--- src/rtl/pulse_stretcher_pkg.sv ---
// Shared types and defaults for the pulse stretcher: FSM state encoding
// and the default length-counter width.
package pulse_stretcher_pkg;

   localparam int CNT_W_DEF = 16;

   typedef enum logic [1:0] {
      IDLE    = 2'd0,
      ACTIVE  = 2'd1,
      HOLDOFF = 2'd2
   } state_t;

endpackage

--- src/rtl/pulse_stretcher.sv ---
// Stretches single-cycle triggers into a level of LEN clock cycles, with
// optional retrigger, post-pulse hold-off, and completion/drop flags.
module pulse_stretcher
   import pulse_stretcher_pkg::*;
#(
   parameter int CNT_W     = CNT_W_DEF,
   parameter bit RETRIGGER = 1'b0,
   parameter int GAP       = 0
) (
   input  logic             CLK,
   input  logic             RST,
   input  logic             IN,
   input  logic [CNT_W-1:0] LEN,
   output logic             OUT,
   output logic             BUSY,
   output logic             DONE,
   output logic             DROP
);

   // Hold-off reload; only used when GAP > 0.
   localparam logic [CNT_W-1:0] GAP_LOAD = CNT_W'((GAP > 0) ? GAP - 1 : 0);

   state_t           state;
   logic [CNT_W-1:0] cnt;
   logic             len_ok;
   logic             retrig;

   assign len_ok = (LEN != '0);
   assign retrig = RETRIGGER && IN && len_ok;

   always_ff @(posedge CLK) begin
      if (RST) begin
         state <= IDLE;
         cnt   <= '0;
         OUT   <= 1'b0;
         BUSY  <= 1'b0;
         DONE  <= 1'b0;
         DROP  <= 1'b0;
      end else begin
         DONE <= 1'b0;
         DROP <= 1'b0;
         case (state)
            IDLE: begin
               if (IN) begin
                  if (len_ok) begin
                     cnt   <= LEN - 1'b1;
                     OUT   <= 1'b1;
                     BUSY  <= 1'b1;
                     state <= ACTIVE;
                  end else begin
                     DROP <= 1'b1;
                  end
               end
            end

            ACTIVE: begin
               // A valid retrigger wins over expiry, so the level never dips.
               if (retrig) begin
                  cnt <= LEN - 1'b1;
               end else begin
                  if (IN) DROP <= 1'b1;
                  if (cnt == '0) begin
                     OUT  <= 1'b0;
                     DONE <= 1'b1;
                     if (GAP > 0) begin
                        cnt   <= GAP_LOAD;
                        state <= HOLDOFF;
                     end else begin
                        BUSY  <= 1'b0;
                        state <= IDLE;
                     end
                  end else begin
                     cnt <= cnt - 1'b1;
                  end
               end
            end

            HOLDOFF: begin
               if (IN) DROP <= 1'b1;
               if (cnt == '0) begin
                  BUSY  <= 1'b0;
                  state <= IDLE;
               end else begin
                  cnt <= cnt - 1'b1;
               end
            end

            default: begin
               state <= IDLE;
               OUT   <= 1'b0;
               BUSY  <= 1'b0;
            end
         endcase
      end
   end

endmodule

--- config.mk ---
export PLATFORM = sky130hd
export DESIGN_NAME = pulse_stretcher
export DESIGN_NICKNAME = d
export VERILOG_FILES = /design/src/rtl/pulse_stretcher_pkg.sv /design/src/rtl/pulse_stretcher.sv
export SDC_FILE = /design/constraint.sdc
export NUM_CORES = 1
export LEC_CHECK = 0
export ABC_AREA = 1
export BUFFER_PORTS_ARGS = -buffer_cell sky130_fd_sc_hd__buf_2
export CAP_MARGIN = 20
export CORE_ASPECT_RATIO = 1.4
export CORE_UTILIZATION = 59
export CTS_BUF_LIST = sky130_fd_sc_hd__clkbuf_4 sky130_fd_sc_hd__clkbuf_8
export CTS_CLUSTER_SIZE = 12
export DETAILED_ROUTE_END_ITERATION = 10
export PLACE_DENSITY = 0.83
export SYNTH_ARGS = -nofsm -noshare
export SYNTH_HDL_FRONTEND = slang
export SYNTH_SLANG_ARGS = --single-unit
--- constraint.sdc ---
create_clock -name CLK -period 2.1 [get_ports CLK]
set_input_delay 0.315 -clock CLK [delete_from_list [all_inputs] [get_ports CLK]]
set_output_delay 0.315 -clock CLK [all_outputs]
set_load 0.02 [all_outputs]
# After elaboration in Yosys (flattened, before gate mapping)
# Cells that the tools add are included.
# word_totals
reg_bits	22
latchBits	0
mem_bits_rw	0
rom_bits	0
out_inout_bits	4
elab_cells	44
mem_count	0
# op_classes
addsub	2
multipliers	0
div_mod_pow	0
order_cmp	0
eq_ne	7
shifts	0
n_mux	18
bitwise	2
reduce_logical	9
# op_table
op	n
$mux 16	3
$pmux 16 s2	1
$sub 16x1->16 const B	2
$logic_not 16->1	1
$reduce_bool 16->1	1
$ne 2x2->1 const B	4
$reduce_and 4->1	2
$mux 1	7
$mux 2	3
$pmux 1 s2	2
$pmux 2 s2	1
$reduce_or 2->1	2
$pmux 1 s3	1
$reduce_and 3->1	1
$eq 2x1->1 const B	1
$eq 2x2->1 const B	1
$logic_not 2->1	1
$ne 2x1->1 const B	1
$not 1->1	2
$reduce_bool 2->1	1

# Logic depth before layout (Yosys ltp)
# logic_depth
depth_word	4
depth_mapped	13
depth_no_buf	11

# Worst setup path after synthesis
# No wires, ideal clock.
# synth_timing
kind	register to register
start	register, netlist name OUT
end	register cnt[14]
setup_time_ps	109
arrival_time_ps	1554
t_required_ps	1991
setup_slack_ps	437
stages_incl_launch_ff	12
path_buffers	1
synth_period_minus_slack_ps	1663
cell_sequence	dfxtp_1 buf_6 nand2_1 nand2_1 ha_1 nand3_2 nor2_1 nand3_1 nand2_1 nand3_1 nand2_1 inv_1
# synth_rtl
element	line	source
end signal: assignment	pulse_stretcher.sv:46	cnt <= LEN - 1'b1;
end signal: assignment	pulse_stretcher.sv:59	cnt <= LEN - 1'b1;
end signal: assignment	pulse_stretcher.sv:73	cnt <= cnt - 1'b1;
end: declaration	pulse_stretcher.sv:24	logic [CNT_W-1:0] cnt;

==> results.py <==
metrics = {
    "finish": {
        "fillCellCount": 246,
        "syn_to_final_growth_pct": 9.652,
        "nNetsFinal": 348,
        "drive_gt1_frac": 0.1498,
        "diodes": 0,
        "fin_util": 0.6794,
        "regArea_um2": 380.4,
        "multi_input_area_um2": 1016,
    },
    "placed_design": {
        "hpwl_mm": 3.131,
        "place.gp.congestion": 1.010,
        "numPortBuffers": 22,
    },
    "detailed_routing": {
        "drt_wl_total_mm": 3.953,
        "avgRoutedWirePerCell_um": 10.89,
        "dr.pass1.iters": 5,
        "vias_per_cell": 4.901,
        "drc": 0,
        "drtAntennaViolNets": 0,
        "first_iter_violations": 44,
        "vias": 1779,
    },
    "run_status": {
        "outcome": "finished clean",
    },
    "critical_path": {
        "critPathCaptureType": "flip-flop",
        "crit_path_start_kind": "flip-flop",
        "worstPathArrival_ps": 2060,
        "required_ps": 2320,
        "critPathKind": "reg -> reg",
        "critical_path.max_fanout": 17,
    },
    "synth": {
        "yosys_register_bits": 19,
        "yosysWarnings": 0,
        "syn_area_per_cell_um2": 5.312,
        "syn-cell-area_um2": 1620,
        "netlist_top_cells_count": "120 x nand2_1, 53 x nor2_1, 38 x inv_1",
        "synth.distinct_cells": 24,
        "seq_area_frac_synth": 0.2347,
        "async_flop_share": 0,
        "synthTopCellsByArea": "nand2_1 28%, dfxtp_1 23%, nor2_1 12%",
        "netlist_instances": 305,
        "yosysMostFrequentCell": "nand2_1",
        "netlist.area_leader.share": 0.2780,
        "synth_edf_count": 0,
        "synth-main-ff-cell": "dfxtp_1",
        "yosysTopAreaCell": "nand2_1",
        "syn_nets": 325,
    },
    "clocking": {
        "cts-buffers-inserted": 3,
        "clk_path_buf_depth": 2,
        "postCtsSetupBuffers": 0,
        "clockRootBuffer": "clkbuf_4",
        "worstSkewPairLatency_ps": 310,
        "cts_tree": "yes",
        "post_cts_resized": 0,
        "clock-sinks": 19,
        "cts_hold_buf": 0,
        "cts.htree.levels": 1,
        "clk_pin_slew_worst_paths_ps": 120,
    },
    "sta": {
        "finalHoldViolations": 0,
        "finalSetupTns_ps": 0,
        "relSlewSlack": 0.7000,
        "rsz0062_at_grt": "no",
        "timing.final.crit_share": 0.8734,
        "min_period_ps": 1834,
        "finalMaxSlewViolations": 0,
        "holdWs_ps": 172.4,
        "fin_worst_skew_ps": 4.223,
        "max_freq_mhz": 545.2,
        "setup_viol": 0,
        "tightest_slew_ps": 445.2,
    },
    "global_route": {
        "overflow": 0,
        "grt_antenna_before_repair": 0,
        "grt_pass1_wl_mm": 6.499,
        "first_global_vias": 1570,
        "grt_usage": 0.2996,
        "grt_max_degree": 26,
    },
    "floorplanning": {
        "die_width_um": 46.29,
        "die_area_um2": 2963,
        "start_util": 0.6196,
        "ioPinCount": 23,
        "die_h_um": 64.01,
        "rows": 22,
        "coreArea_um2": 2615,
    },
    "min_path": {
        "hp-class": "in -> reg",
    },
    "pwr": {
        "power.density_nw_per_um2": 599.9,
        "peakVddDrop_mv": 0.4250,
        "leakagePower_nw": 0.9925,
        "finalPower_mw": 1.066,
    },
    "run": {
        "cap_violations": 0,
    },
}
[sequential cells by signal, summed over array words and instances (netlist names)]
| signal | cells |
|---|---|
| DONE | 1 |
| OUT | 1 |
| DROP | 1 |
| cnt | 16 |
[critical path, cell delays in order (launching register included)]
cell	delay, ps
dfxtp_1	420
buf_4	230
nand2_1	70
nand2_1	110
ha_1	210
nand3_2	160
nor2_1	220
nand3_1	100
nand2_1	70
nand3_1	60
nand2_1	60
inv_1	30
[through the flow]
stage	cell area (um2)	setup WS, ps	cells
after global placement	1749	382.3	359
after CTS	1777	295.9	363
final	1777	265.9	363
after detailed placement	1749	302.9	359
after floorplan	1620	436.7	305
after global routing	1777	86.64	363
[per-layer routing]
metal | vias to the layer above | GRT usage | part of all wire
li1 | 960 | - | -
met1 | 751 | 0.3333 | 0.41
met2 | 51 | 0.5211 | 0.50
met3 | 17 | 0.02825 | 0.037
met4 | 0 | 0.1691 | 0.048
met5 | - | 0 | 0
[logic make-up after synthesis]
group,synth area share
and+or+nand+nor,0.5537
buffers and inverters,0.1382
DFF,0.2347
AOI/OAI and AO/OA,0.04942
xor gates and xnor gates,0.01622
adders and majority gates,0.007721
[report_power, final]
| group | internal [mW] | switching, mW | leakage (nW) |
|---|---|---|---|
| Combinational | 0.145 | 0.281 | 0.817 |
| Sequential | 0.404 | 0.0378 | 0.158 |
| Clock | 0.0712 | 0.126 | 0.0177 |
| Total | 0.621 | 0.445 | 0.992 |
[area by class of cell]
| cell class | count | area share |
|---|---|---|
| Clock buffer | 3 | 0.01268 |
| Clock inverter | 1 | 0.002817 |
| Inverter | 42 | 0.09014 |
| Multi-Input combinational cell | 235 | 0.5718 |
| Sequential cell | 19 | 0.2141 |
| Tap cell | 36 | 0.02535 |
| Timing Repair Buffer | 27 | 0.08310 |
[placed cells by master, fill, tap and decap left out, types with 2 or more instances in the layout]
| master | synthesis | routed |
|---|---|---|
| clkbuf_4 | 0 | 3 |
| nor2_2 | 3 | 3 |
| xor2_1 | 2 | 2 |
| nor3_1 | 3 | 3 |
| nand2_1 | 120 | 120 |
| inv_2 | 2 | 2 |
| nand2_2 | 8 | 8 |
| nand3_1 | 23 | 23 |
| nor2_4 | 2 | 2 |
| buf_2 | 3 | 22 |
| buf_4 | 3 | 5 |
| nor2_1 | 53 | 53 |
| nand3_2 | 2 | 2 |
| dfxtp_1 | 19 | 19 |
| o21ai_0 | 12 | 12 |
| o21ai_1 | 3 | 3 |
| inv_1 | 38 | 38 |
[path summary, 6_finish.rpt]
kind / from / endpoint / slack [ps] / cells past startpoint
worst max-delay path: OUT / cnt[14] / 270 / 11
worst min-delay path: RST / DONE / 170 / 2
worst max register to register: OUT / cnt[14] / 270 / 11
worst min register to register: cnt[0] / cnt[0] / 520 / 2
No activity file was read; power rests on OpenSTA's default activity.
